**src/rtl/m_clk_gate_ctrl_pkg.sv**
```systemverilog
// Shared definitions for the clock-gate controller: state encoding,
// default timing parameters and the wake-counter width.
package m_clk_pkg;

  localparam int STATE_W      = 2;
  localparam int IDLE_CYC_DEF = 16;
  localparam int WAKE_CYC_DEF = 2;
  localparam int WAKE_CNT_W   = 4;

  typedef enum logic [STATE_W-1:0] {
    S_OFF   = 2'd0,
    S_WAKE  = 2'd1,
    S_ON    = 2'd2,
    S_DRAIN = 2'd3
  } gate_state_e;

  // Every state except OFF needs the gated clock running.
  function automatic logic state_enables_clk(gate_state_e s);
    return (s != S_OFF);
  endfunction

endpackage

```
**src/rtl/m_clk_gate_ctrl_if.sv**
```systemverilog
// Consumer <-> controller handshake bundle. The consumer (master) drives
// req/busy/force_on; the controller (slave) returns clk_en/ack/state_o.
interface m_clk_gate_ctrl_if;
  import m_clk_pkg::*;

  logic               req;
  logic               busy;
  logic               force_on;
  logic               clk_en;
  logic               ack;
  logic [STATE_W-1:0] state_o;

  modport master (
    output req, busy, force_on,
    input  clk_en, ack, state_o
  );

  modport slave (
    input  req, busy, force_on,
    output clk_en, ack, state_o
  );

endinterface

```
**src/rtl/m_clk_gate_ctrl_sat_cnt.sv**
```systemverilog
// Saturating up-counter: clr has priority, inc stops at MAX (never wraps).
module m_sat_cnt #(
  parameter int WIDTH = 4,
  parameter int MAX   = 15
) (
  input  logic             clk,
  input  logic             rst_n,
  input  logic             clr,
  input  logic             inc,
  output logic [WIDTH-1:0] count
);

  localparam logic [WIDTH-1:0] MAX_V = WIDTH'(MAX);

  logic [WIDTH-1:0] count_q;
  logic [WIDTH-1:0] count_d;

  // Next count: clear wins, otherwise step up until pinned at MAX.
  always_comb begin
    count_d = count_q;
    if (clr) begin
      count_d = '0;
    end else if (inc && (count_q != MAX_V)) begin
      count_d = count_q + WIDTH'(1);
    end
  end

  // Count register, cleared by the asynchronous reset.
  always_ff @(posedge clk or negedge rst_n) begin
    if (!rst_n) begin
      count_q <= '0;
    end else begin
      count_q <= count_d;
    end
  end

  assign count = count_q;

endmodule

```
**src/rtl/m_clk_gate_ctrl.sv**
```systemverilog
// Clock-gate controller. Sequences OFF -> WAKE -> ON -> DRAIN -> OFF and
// produces a registered enable for the parent's clock-gate cell plus a
// registered ack telling the consumer the gated clock is usable.
// IDLE_CYC legal 1..255, WAKE_CYC legal 1..15.
module m_clk_gate_ctrl
  import m_clk_pkg::*;
#(
  parameter int IDLE_CYC = IDLE_CYC_DEF,
  parameter int WAKE_CYC = WAKE_CYC_DEF
) (
  input  logic        clk,
  input  logic        rst_n,
  m_clk_gate_ctrl_if.slave bus
);

  localparam int IDLE_W = $clog2(IDLE_CYC + 1);
  // Transitions fire on the last counted cycle so that the new state's
  // registered outputs line up with the cycle counts seen by the consumer.
  localparam logic [IDLE_W-1:0]     IDLE_LAST = IDLE_W'(IDLE_CYC - 1);
  localparam logic [WAKE_CNT_W-1:0] WAKE_LAST = WAKE_CNT_W'(WAKE_CYC - 1);

  gate_state_e state_q;
  gate_state_e state_d;
  logic        clk_en_q;
  logic        clk_en_d;
  logic        ack_q;
  logic        ack_d;

  logic                  activity;
  logic                  wake_clr;
  logic                  wake_inc;
  logic                  idle_clr;
  logic                  idle_inc;
  logic [WAKE_CNT_W-1:0] wake_cnt;
  logic [IDLE_W-1:0]     idle_cnt;

  assign activity = bus.req | bus.busy;

  // Wake counter runs only while in WAKE; held at 0 everywhere else so it
  // is already loaded with 0 on entry.
  assign wake_clr = (state_q != S_WAKE);
  assign wake_inc = (state_q == S_WAKE);

  // Idle counter runs only in ON; any req/busy cycle restarts it.
  assign idle_clr = (state_q != S_ON) | activity;
  assign idle_inc = (state_q == S_ON);

  m_sat_cnt #(
    .WIDTH (WAKE_CNT_W),
    .MAX   ((1 << WAKE_CNT_W) - 1)
  ) u_wake_cnt (
    .clk   (clk),
    .rst_n (rst_n),
    .clr   (wake_clr),
    .inc   (wake_inc),
    .count (wake_cnt)
  );

  m_sat_cnt #(
    .WIDTH (IDLE_W),
    .MAX   (IDLE_CYC)
  ) u_idle_cnt (
    .clk   (clk),
    .rst_n (rst_n),
    .clr   (idle_clr),
    .inc   (idle_inc),
    .count (idle_cnt)
  );

  // Next-state decode plus the output values that go with the next state.
  always_comb begin
    state_d = state_q;
    unique case (state_q)
      S_OFF:   if (bus.req) state_d = S_WAKE;
      S_WAKE:  if (wake_cnt == WAKE_LAST) state_d = S_ON;
      S_ON:    if (!activity && (idle_cnt == IDLE_LAST)) state_d = S_DRAIN;
      S_DRAIN: state_d = activity ? S_ON : S_OFF;
      default: state_d = S_OFF;
    endcase
    // Enable stays high through DRAIN, so it can never fall while ack is high.
    clk_en_d = state_enables_clk(state_d) | bus.force_on;
    ack_d    = (state_d == S_ON);
  end

  // State and output flops; reset forces everything off even under force_on.
  always_ff @(posedge clk or negedge rst_n) begin
    if (!rst_n) begin
      state_q  <= S_OFF;
      clk_en_q <= 1'b0;
      ack_q    <= 1'b0;
    end else begin
      state_q  <= state_d;
      clk_en_q <= clk_en_d;
      ack_q    <= ack_d;
    end
  end

  assign bus.clk_en  = clk_en_q;
  assign bus.ack     = ack_q;
  assign bus.state_o = state_q;

endmodule

```
**src/flat_wrapper.sv**
```systemverilog
// flat-port wrapper written by rule: the top's interface ports become plain ports
module m_clk_gate_ctrl_flat import m_clk_pkg::*;
#(
  parameter int IDLE_CYC = IDLE_CYC_DEF,
  parameter int WAKE_CYC = WAKE_CYC_DEF
)
  (clk, rst_n, bus_req, bus_busy, bus_force_on, bus_clk_en, bus_ack, bus_state_o);
  m_clk_gate_ctrl_if bus_i ();
  input  logic clk;
  input  logic rst_n;
  input wire logic [$bits(bus_i.req)-1:0] bus_req;
  input wire logic [$bits(bus_i.busy)-1:0] bus_busy;
  input wire logic [$bits(bus_i.force_on)-1:0] bus_force_on;
  output wire logic [$bits(bus_i.clk_en)-1:0] bus_clk_en;
  output wire logic [$bits(bus_i.ack)-1:0] bus_ack;
  output wire logic [$bits(bus_i.state_o)-1:0] bus_state_o;
  assign bus_i.req = bus_req;
  assign bus_i.busy = bus_busy;
  assign bus_i.force_on = bus_force_on;
  assign bus_clk_en = bus_i.clk_en;
  assign bus_ack = bus_i.ack;
  assign bus_state_o = bus_i.state_o;
  m_clk_gate_ctrl #(.IDLE_CYC(IDLE_CYC), .WAKE_CYC(WAKE_CYC)) u_core (.clk(clk), .rst_n(rst_n), .bus(bus_i));
endmodule
```
**config.mk**
```make
export PLATFORM = sky130hd
export DESIGN_NAME = m_clk_gate_ctrl_flat
export DESIGN_NICKNAME = d
export VERILOG_FILES = /design/src/rtl/m_clk_gate_ctrl_pkg.sv /design/src/rtl/m_clk_gate_ctrl_if.sv /design/src/rtl/m_clk_gate_ctrl_sat_cnt.sv /design/src/rtl/m_clk_gate_ctrl.sv /design/src/flat_wrapper.sv
export SDC_FILE = /design/constraint.sdc
export NUM_CORES = 1
export LEC_CHECK = 0
export BUFFER_PORTS_ARGS = -buffer_cell sky130_fd_sc_hd__buf_2
export CORE_UTILIZATION = 50
export CTS_BUF_LIST = sky130_fd_sc_hd__clkbuf_4
export DETAILED_ROUTE_END_ITERATION = 7
export HOLD_SLACK_MARGIN = 0.15
export PLACE_DENSITY = 0.71
export SLEW_MARGIN = 20
export SYNTH_ARGS = -nofsm -noshare
export SYNTH_HDL_FRONTEND = slang
export SYNTH_SLANG_ARGS = --single-unit
```
**constraint.sdc**
```tcl
create_clock -name clk -period 2.2 [get_ports clk]
set_input_delay 0.22 -clock clk [delete_from_list [all_inputs] [get_ports clk]]
set_output_delay 0.22 -clock clk [all_outputs]
set_load 0.005 [all_outputs]
```
Word level (Yosys, flattened, before mapping). Cells that the tools add are included.

Register bits: 13. Bits in latches: 0. RAM bits: 0. Bits in read-only memories: 0. Bits of input ports: 5. Output and inout port bits: 4. Logic and storage cells: 37. Memories kept: 0.

Add/subtract/negate cells: 2. Multipliers: 0. Div/mod/pow operators: 0. Order comparisons: 0. Eq/ne operators: 10. Shift-type cells: 0. Multiplexer cells: 9. Bitwise gates (word level): 3. Reductions and logical operators: 8.

Operators with widths (count): 5-bit 2-to-1 mux (2); 2-bit 2-to-1 mux (4); 4-bit 2-to-1 mux (2); 2-bit one-hot mux with 4 select lines (1); 2-bit equality test, second input constant (3); 2-bit nonzero test (3); 5-bit by 1-bit adder with 5-bit output, second input constant (1); 5-bit by 4-bit equality test with 1-bit output, second input constant (1); 5-bit inequality test, second input constant (1); 4-bit by 1-bit adder with 4-bit output, second input constant (1); 4-bit by 1-bit equality test with 1-bit output, second input constant (1); 4-bit inequality test, second input constant (1); 1-bit logical AND (3); 1-bit bitwise OR (3); 2-bit by 1-bit equality test with 1-bit output, second input constant (1); 2-bit zero test (1); 2-bit by 1-bit inequality test with 1-bit output, second input constant (1); 2-bit inequality test, second input constant (1); 1-bit zero test (1).

Logic depth before layout (Yosys ltp). Gate-level depths: netlist of run 1.

Depth in word-level cells: 7. Gate-level depth with buffers: 5. Mapped depth without buffers: 5.

Cells and area by module. Synthesis of run 1 repeated with hierarchy kept, for this count alone.

Cells, all modules: 66. Area total of the unflattened synthesis: 721.9 um2.

By module, submodules not included: m_sat_cnt at u_core.u_idle_cnt (instances 1, cells each 27, area each 276.5 um2, seq. area each 125.1 um2); m_sat_cnt at u_core.u_wake_cnt (instances 1, cells each 20, area each 229.0 um2, seq. area each 100.1 um2); m_clk_gate_ctrl (instances 1, cells each 19, area each 216.5 um2, seq. area each 100.1 um2).

Least setup slack after synthesis of run 1. No wires, ideal clock.

Path type: reg-to-reg. From: reg u_core.u_idle_cnt.count_q[0] (netlist: u_core.u_idle_cnt.count[0]). To: reg u_core.clk_en_q (netlist: u_core.bus.clk_en). Library setup time: 0.131 ns. Data arrival time: 1.254 ns. Required time: 2.069 ns. Path slack: 0.815 ns. Stages on the path, launching flop included: 6. Buffers on the path: 0. Period minus slack after synthesis: 1.385 ns. Cells stage by stage: dfrtp_1 -> ha_1 -> and3_1 -> ha_1 -> a22oi_1 -> o211ai_2.

Word-level cells in the longest chain between the ends: 6.

RTL lines: start: declaration (RTL line m_clk_gate_ctrl_sat_cnt.sv:15) `logic [WIDTH-1:0] count_q;`; start signal: assignment (RTL line m_clk_gate_ctrl_sat_cnt.sv:33) `count_q <= count_d;`; 5-bit by 4-bit equality test with 1-bit output (RTL line m_clk_gate_ctrl.sv:76) `S_ON: if (!activity && (idle_cnt == IDLE_LAST)) state_d = S_DRAIN;`; 1-bit logical AND (RTL line m_clk_gate_ctrl.sv:76); 2-bit 2-to-1 mux (RTL line m_clk_gate_ctrl.sv:76); 2-bit one-hot mux with 4 select lines (RTL line m_clk_gate_ctrl.sv:73) `unique case (state_q)`; 2-bit nonzero test (RTL line m_clk_gate_ctrl_pkg.sv:19) `return (s != S_OFF);`; 1-bit bitwise OR (RTL line m_clk_gate_ctrl.sv:81) `clk_en_d = state_enables_clk(state_d) | bus.force_on;`; net u_core.clk_en_d (RTL line m_clk_gate_ctrl.sv:25) `logic clk_en_d;`; end signal: assignment (RTL line m_clk_gate_ctrl.sv:93) `clk_en_q <= clk_en_d;`; end: declaration (RTL line m_clk_gate_ctrl.sv:24) `logic clk_en_q;`.

The timed path passes the listed nets, and every way through them passes these cells. A chain may end at the register's enable or synchronous reset.

Worst setup path after layout of run 1. Ends and elaborated chain as after synthesis.

==> metrics.md, run 1 <==
| Metric | Value |
|---|---|
| Max Root-Sink Buffers | 2 |
| WHS Path Cells | 3 |
| Fin area | 768 um2 |
| Switching power | 0.0000931 W |
| Postcts setup bufs | 0 |
| Hold Buf Count CTS | 2 |
| Logic pwr share | 5.1% |
| Crit path cell chain | ha_1 -> and3_1 -> ha_1 -> a22oi_1 -> o211ai_2 |
| Max-slew violations | 0 |
| DRC violations left | 0 |
| Total GRT Usage | 21.8% |
| Hold/Removal Path Class | in2reg |
| Reg clk slew, reported paths | 0.08 ns |
| Final ANT Viol Nets | 0 |
| Total die area | 0.00147 mm2 |
| Worst-margin pin slew | 0.290 ns |
| Final RePlAce weighted congestion | 0.768 |
| Commonest non-fill, non-tap cell in the layout | dfrtp_1 |
| FF+latch count, synth | 13 |
| Nets | 88 |
| Vias per Instance | 5.44 |
| CP Depth | 5 |
| Yosys warnings | 0 |
| Routed Wire Length | 1.13 mm |
| Clk pwr share | 38.1% |
| Startpoint types | flip-flop |
| Post-synthesis cell area | 661 um2 |
| First-pass DRT Iterations | 2 |
| Crit-path max cell delay | 0.40 ns |
| Seq/Total Area, Yosys | 49.2% |
| Later-pin clock latency in the skew report | 0.28 ns |
| Final Hold Vio Count | 0 |
| Register area | 325 um2 |
| CTS Sinks | 13 |
| Grt total ovfl | 0 |
| FMAX | 0.670 GHz |
| Initial Utilization | 56.4% |
| Cell Pwr Density | 554 mW/mm2 |
| Worst EP arrival | 1.65 ns |
| Synthesized area per cell | 10.5 um2 |
| DRT iter0 DRCs | 4 |
| Vias in the first global route | 511 |
| Leakage | 0.342 nW |
| FFs w/ async S/R, synth | 100% |
| Period utilisation layout | 67.9% |
| Top Family by Delay on Critical Path | adder cells |
| Largest net degree at the start of global routing | 14 |
| Rows | 12 |
| Critical path peak fanout | 3 |
| Io pins | 9 |
| Die width | 38.4 um |
| # port buffers | 8 |
| Critical path's slowest cell | dfrtp_1 |
| Worst path required time | 2.36 ns |
| # fillers | 91 |
| Drt wl/cell | 12.4 um |
| CTS H-tree lvls | 1 |
| Switching portion of total power | 21.9% |
| Status | finished, final reports clean |
| Area of the multi-input gates | 305 um2 |
| Vias | 495 |
| Setup TNS | 0 ns |
| CTS tree | built |
| Max cap viols | 0 |
| Core area | 0.00117 mm2 |
| Crit end category | flip-flop |
| WP buf/inv | 0 |
| Rel. slew slack | 80.5% |
| Design Power | 0.000425 W |
| Final setup viols | 0 |
| Die Y | 38.4 um |
| Cell variety after synth | 23 |
| Dpl hpwl | 839 um |
| Cell mode on critical path | ha_1 |
| Crit path time final | 1.49 ns |
| Post-Synthesis Cells | 63 |
| Sequential share of power | 56.8% |
| First-pass GRT wire length | 2.09 mm |
| Most frequent cells in the layout | dfrtp_1, nor2_1, inv_1, buf_2, ha_1 |
| Share of layout cells above drive strength 1 | 22.1% |
| Worst vdd ir | 0.000259 V |
| Antenna violations before repair | 0 |
| Num CTS Buffers | 3 |
| # resized after CTS | 0 |
| Power Internal | 0.000332 W |
| Post-synth EDFFs | 0 |
| Synth Net Count | 73 |
| Worst reg-to-reg path cell count | 5 |
| Clock Tree Root | clkbuf_4 |
| Crit Path Class | reg2reg |
| Antenna Cells | 0 |
| Top FF cell, synth | dfrtp_1 |
| RSZ-0062 raised after global routing | no |
| Area Overhead vs Synth | 16.3% |
| Clock skew | 0.00156 ns |
| DP Area | 718 um2 |
==> layout make-up <==
| cell class | count | area share [%] |
|---|---|---|
| sequential | 13 | 42.3 |
| clock buffer | 4 | 3.91 |
| multi-input combinational | 42 | 39.7 |
| tap | 14 | 2.28 |
| timing repair buffer | 10 | 7.82 |
| inverter | 8 | 3.91 |
==> cell families (layout without fill, tap and decap cells) <==
group | count (synthesis) | after routing | synth area share [%]
AND/OR/NAND/NOR | 25 | 25 | 21.8
flip-flops | 13 | 13 | 49.2
buffers and inverters | 8 | 22 | 4.55
AO/OA/AOI/OAI | 7 | 7 | 8.15
adder cells (fa/ha/maj) | 5 | 5 | 9.47
XOR/XNOR | 4 | 4 | 5.30
multiplexers | 1 | 1 | 1.52
==> power by group through the flow <==
stage	Sequential (W)	Combinational (W)	Clock, W
after floorplan	0.000246	0.00000832	0
after global placement	0.000247	0.0000187	0
after detailed placement	0.000247	0.0000192	0
after CTS	0.000242	0.0000220	0.000166
after global routing	0.000242	0.0000248	0.000175
final	0.000242	0.0000217	0.000162
==> path summary, 6_finish.rpt <==
path                                                 start                         end  slack [ns]
worst min register to register  u_core.u_idle_cnt.count[3]  u_core.u_idle_cnt.count[3]        0.58
worst max-delay path            u_core.u_idle_cnt.count[0]           u_core.bus.clk_en        0.71
worst max register to register  u_core.u_idle_cnt.count[0]           u_core.bus.clk_en        0.71
max in group asynchronous                            rst_n  u_core.u_idle_cnt.count[1]        1.63
min in group asynchronous                            rst_n       u_core.bus.state_o[0]        0.35
worst min-delay path                               bus_req       u_core.bus.state_o[0]        0.26
==> flip-flops by register name (all words and copies together) (netlist names) <==
signal	flops
u_core.bus.state_o	2
u_core.bus.clk_en	1
u_core.u_wake_cnt.count	4
u_core.u_idle_cnt.count	5
u_core.bus.ack	1
==> tightest hold or removal path: cells and delay by family <==
kind / cells / cell delay [ns]
buf+inv: 1 / 0.11
simple gates: 2 / 0.16
==> stage by stage <==
stage | setup slack, ns | std cells | hold WS, ns | utilization, %
floorplan | 0.815 | 63 | -0.0756 | -
global placement | 0.786 | 85 | 0.118 | 61.3
finish | 0.706 | 91 | 0.258 | 65.6
detailed placement | 0.728 | 85 | 0.116 | 61.3
global route | 0.598 | 91 | 0.272 | 65.6
CTS | 0.713 | 91 | 0.252 | 65.6
==> layer usage <==
layer	global-route usage, %	up-vias	wire length (um)
li1	-	243	-
met1	22.5	235	518
met2	38.1	12	519
met4	15.5	0	43
met5	0	-	0
met3	5.23	5	44
==> Yosys cell counts, drive strengths merged, types with 2 or more instances <==
cell type / count / area [um2]
dfrtp: 13 / 325
nor2: 9 / 33.8
inv: 8 / 30.0
ha: 5 / 62.6
nor3: 4 / 20.0
nand3: 3 / 15.0
xnor2: 3 / 26.3
a21oi: 2 / 10.0
nand2: 2 / 7.51
No activity file was read; power rests on OpenSTA's default activity.
==> run 2: changes to the inputs <==
Settings changed: PLACE_DENSITY 0.71 to 0.74.
Clock period 2.2 ns to 1.2 ns, I/O delays scaled along.
==> run 2 against run 1 <==
  * The flow now finishes with violations (negative setup slack)
  * Flip-flop and latch count unchanged
  * Core utilization up 18 points
  * Total power up 87%
  * Via count up 16%
  * Sequential share of layout area down 9.2 points
  * Worst hold slack worse by 0.064 ns
  * Maximum frequency up 15%
  * Largest cell class is now multi-input combinational cells
  * Largest power group unchanged
==> metrics.md, run 2 (synthesized netlist as in run 1, its figures left out) <==
| Metric | Value |
|---|---|
| Status | finished with violations |
| Failing checks | negative setup slack |
| Hold slack | 0.195 ns (-0.0638 ns) |
| Worst-margin pin slew | 0.322 ns (+0.0323 ns) |
| First-pass GRT wire length | 2.40 mm (+15%) |
| Total GRT Usage | 24.8% (+2.9 points) |
| Drt wl/cell | 16.0 um (+30%) |
| Share of layout cells above drive strength 1 | 51.1% (+29 points) |
| CTS H-tree lvls | 1 (unchanged) |
| Crit path time final | 1.30 ns (-0.198 ns) |
| Worst Setup SP | u_core.u_idle_cnt.count[1] |
| Largest net degree at the start of global routing | 14 (unchanged) |
| Reg2Reg Launch Point | u_core.u_idle_cnt.count[1] |
| Period utilisation layout | 108% (+40 points) |
| Area Overhead vs Synth | 49.1% |
| Design Power | 0.000794 W (+87%) |
| Most frequent cells in the layout | buf_4, dfrtp_1, nor2_1 |
| Final setup viols | 7 (+7) |
| Vias per Instance | 5.53 (+1.6%) |
| First-pass DRT Iterations | 4 (+2) |
| DP Area | 796 um2 (+11%) |
| Total die area | 0.00147 mm2 (unchanged) |
| Max reg flops | 5 (unchanged) |
| Antenna Cells | 0 (unchanged) |
| Vias in the first global route | 572 (+12%) |
| Die width | 38.4 um (unchanged) |
| Dpl hpwl | 949 um (+13%) |
| Commonest non-fill, non-tap cell in the layout | buf_4 |
| Max cap viols | 0 (unchanged) |
| Reg clk slew, reported paths | 0.08 ns (about the same) |
| Clock skew | 0.00982 ns (+0.00826 ns) |
| Setup crit end | u_core.bus.clk_en |
| R2R Path End | u_core.bus.clk_en |
| CTS Sinks | 13 (unchanged) |
| Later-pin clock latency in the skew report | 0.28 ns (about the same) |
| Io pins | 9 (unchanged) |
| Placed cell count | 92 (+8.2%) |
| Rel. slew slack | 78.5% (-2.0 points) |
| DRT iter0 DRCs | 8 (+4) |
| Crit Path Class | reg2reg |
| Cell Pwr Density | 807 mW/mm2 (+46%) |
| Initial Utilization | 56.4% (unchanged) |
| Worst EP arrival | 1.46 ns (-0.19 ns) |
| Hold/Removal Path Class | in2reg |
| Final Hold Vio Count | 0 (unchanged) |
| Startpoint types | flip-flop |
| DRC violations left | 0 (unchanged) |
| # fillers | 59 (-35%) |
| RSZ-0062 raised after global routing | yes |
| Worst path required time | 1.36 ns (-1.00 ns) |
| Rows | 12 (unchanged) |
| Leakage | 0.428 nW (+25%) |
| Final ANT Viol Nets | 0 (unchanged) |
| Finished Layout Cells | 104 (+14%) |
| Worst reg-to-reg path cell count | 5 (unchanged) |
| Num CTS Buffers | 3 (unchanged) |
| Crit end category | flip-flop |
| Final worst slack | -0.0957 ns (-0.802 ns) |
| Final RePlAce weighted congestion | 0.736 (-4.2%) |
| Reg2Reg Setup Slack | -0.1 ns (-0.80 ns) |
| Max Root-Sink Buffers | 2 (unchanged) |
| # port buffers | 8 (unchanged) |
| CTS tree | built |
| Core area | 0.00117 mm2 (unchanged) |
| FMAX | 0.772 GHz (+15%) |
| Grt total ovfl | 0 (unchanged) |
| Critical path peak fanout | 3 (unchanged) |
| Fin area | 985 um2 (+28%) |
| Die Y | 38.4 um (unchanged) |
| Routed Wire Length | 1.67 mm (+48%) |
| Antenna violations before repair | 0 (unchanged) |
| Nets | 101 (+15%) |
| Clock Tree Root | clkbuf_4 |
| Vias | 575 (+16%) |
| Worst vdd ir | 0.000757 V (+190%) |
| Max-slew violations | 0 (unchanged) |
-- run 2: cell count changes in the layout (fill, tap and decap cells not counted), sizes merged --
cell  previous run  this run
buf              8        21
-- run 2: metal layers --
layer / up-vias / wire (um) / track usage [%]
li1: 270 / - / -
met1: 279 / 698 / 27.6
met2: 22 / 850 / 42.8
met3: 4 / 98 / 8.14
met4: 0 / 22 / 10.3
met5: - / 0 / 0
-- run 2: layout make-up --
cell class                      instances  area (um2)  share of cell area [%]
Clock buffer                            4        30.0                    3.05
Inverter                                8        30.0                    3.05
Multi-Input combinational cell         42         423                    42.9
Sequential cell                        13         327                    33.2
Tap cell                               14        17.5                    1.78
Timing Repair Buffer                   23         158                    16.0
-- run 2: power breakdown --
part / total, W / internal, W / switching (W)
Sequential: 0.000444 / 0.000441 / 0.00000300
Combinational: 0.0000569 / 0.0000250 / 0.0000318
Clock: 0.000294 / 0.000152 / 0.000142
Total: 0.000794 / 0.000617 / 0.000177
-- run 2: repair_timing --
item | CTS | global route
pin swaps | 5 | 5
setup endpoints to repair | 7 | 12
resized for setup | 6 | 11
endpoints found under the hold margin | 14 | 0
hold buffers | 2 | 0
buffers inserted | 4 | 2
-- run 2: critical path, cell delays in order, from the launching register on --
cell and delay (ns):
dfrtp_1 0.41, ha_2 0.20, and3_4 0.19, ha_4 0.16
a22oi_2 0.15, o211ai_2 0.09
-- run 2: worst min path at each step --
stage	from	end	slack [ns]	cells after the start
floorplan	rst_n	u_core.bus.ack	-0.18	0
global placement	rst_n	u_core.u_wake_cnt.count[2]	0.02	1
detailed placement	rst_n	u_core.u_wake_cnt.count[2]	0.02	1
CTS	bus_req	u_core.bus.state_o[0]	0.16	3
global route	bus_req	u_core.bus.state_o[0]	0.19	3
finish	bus_req	u_core.bus.state_o[0]	0.19	3
-- run 2: through the flow --
stage	util, %	TNS [ns]	setup slack [ns]
2_1_floorplan	-	-0.100	-0.0602
6_report	84.1	-0.487	-0.0957
3_5_place_dp	67.9	-0.476	-0.112
3_3_place_gp	67.9	-0.286	-0.0760
5_1_grt	84.1	-0.942	-0.163
4_1_cts	76.7	-0.408	-0.115
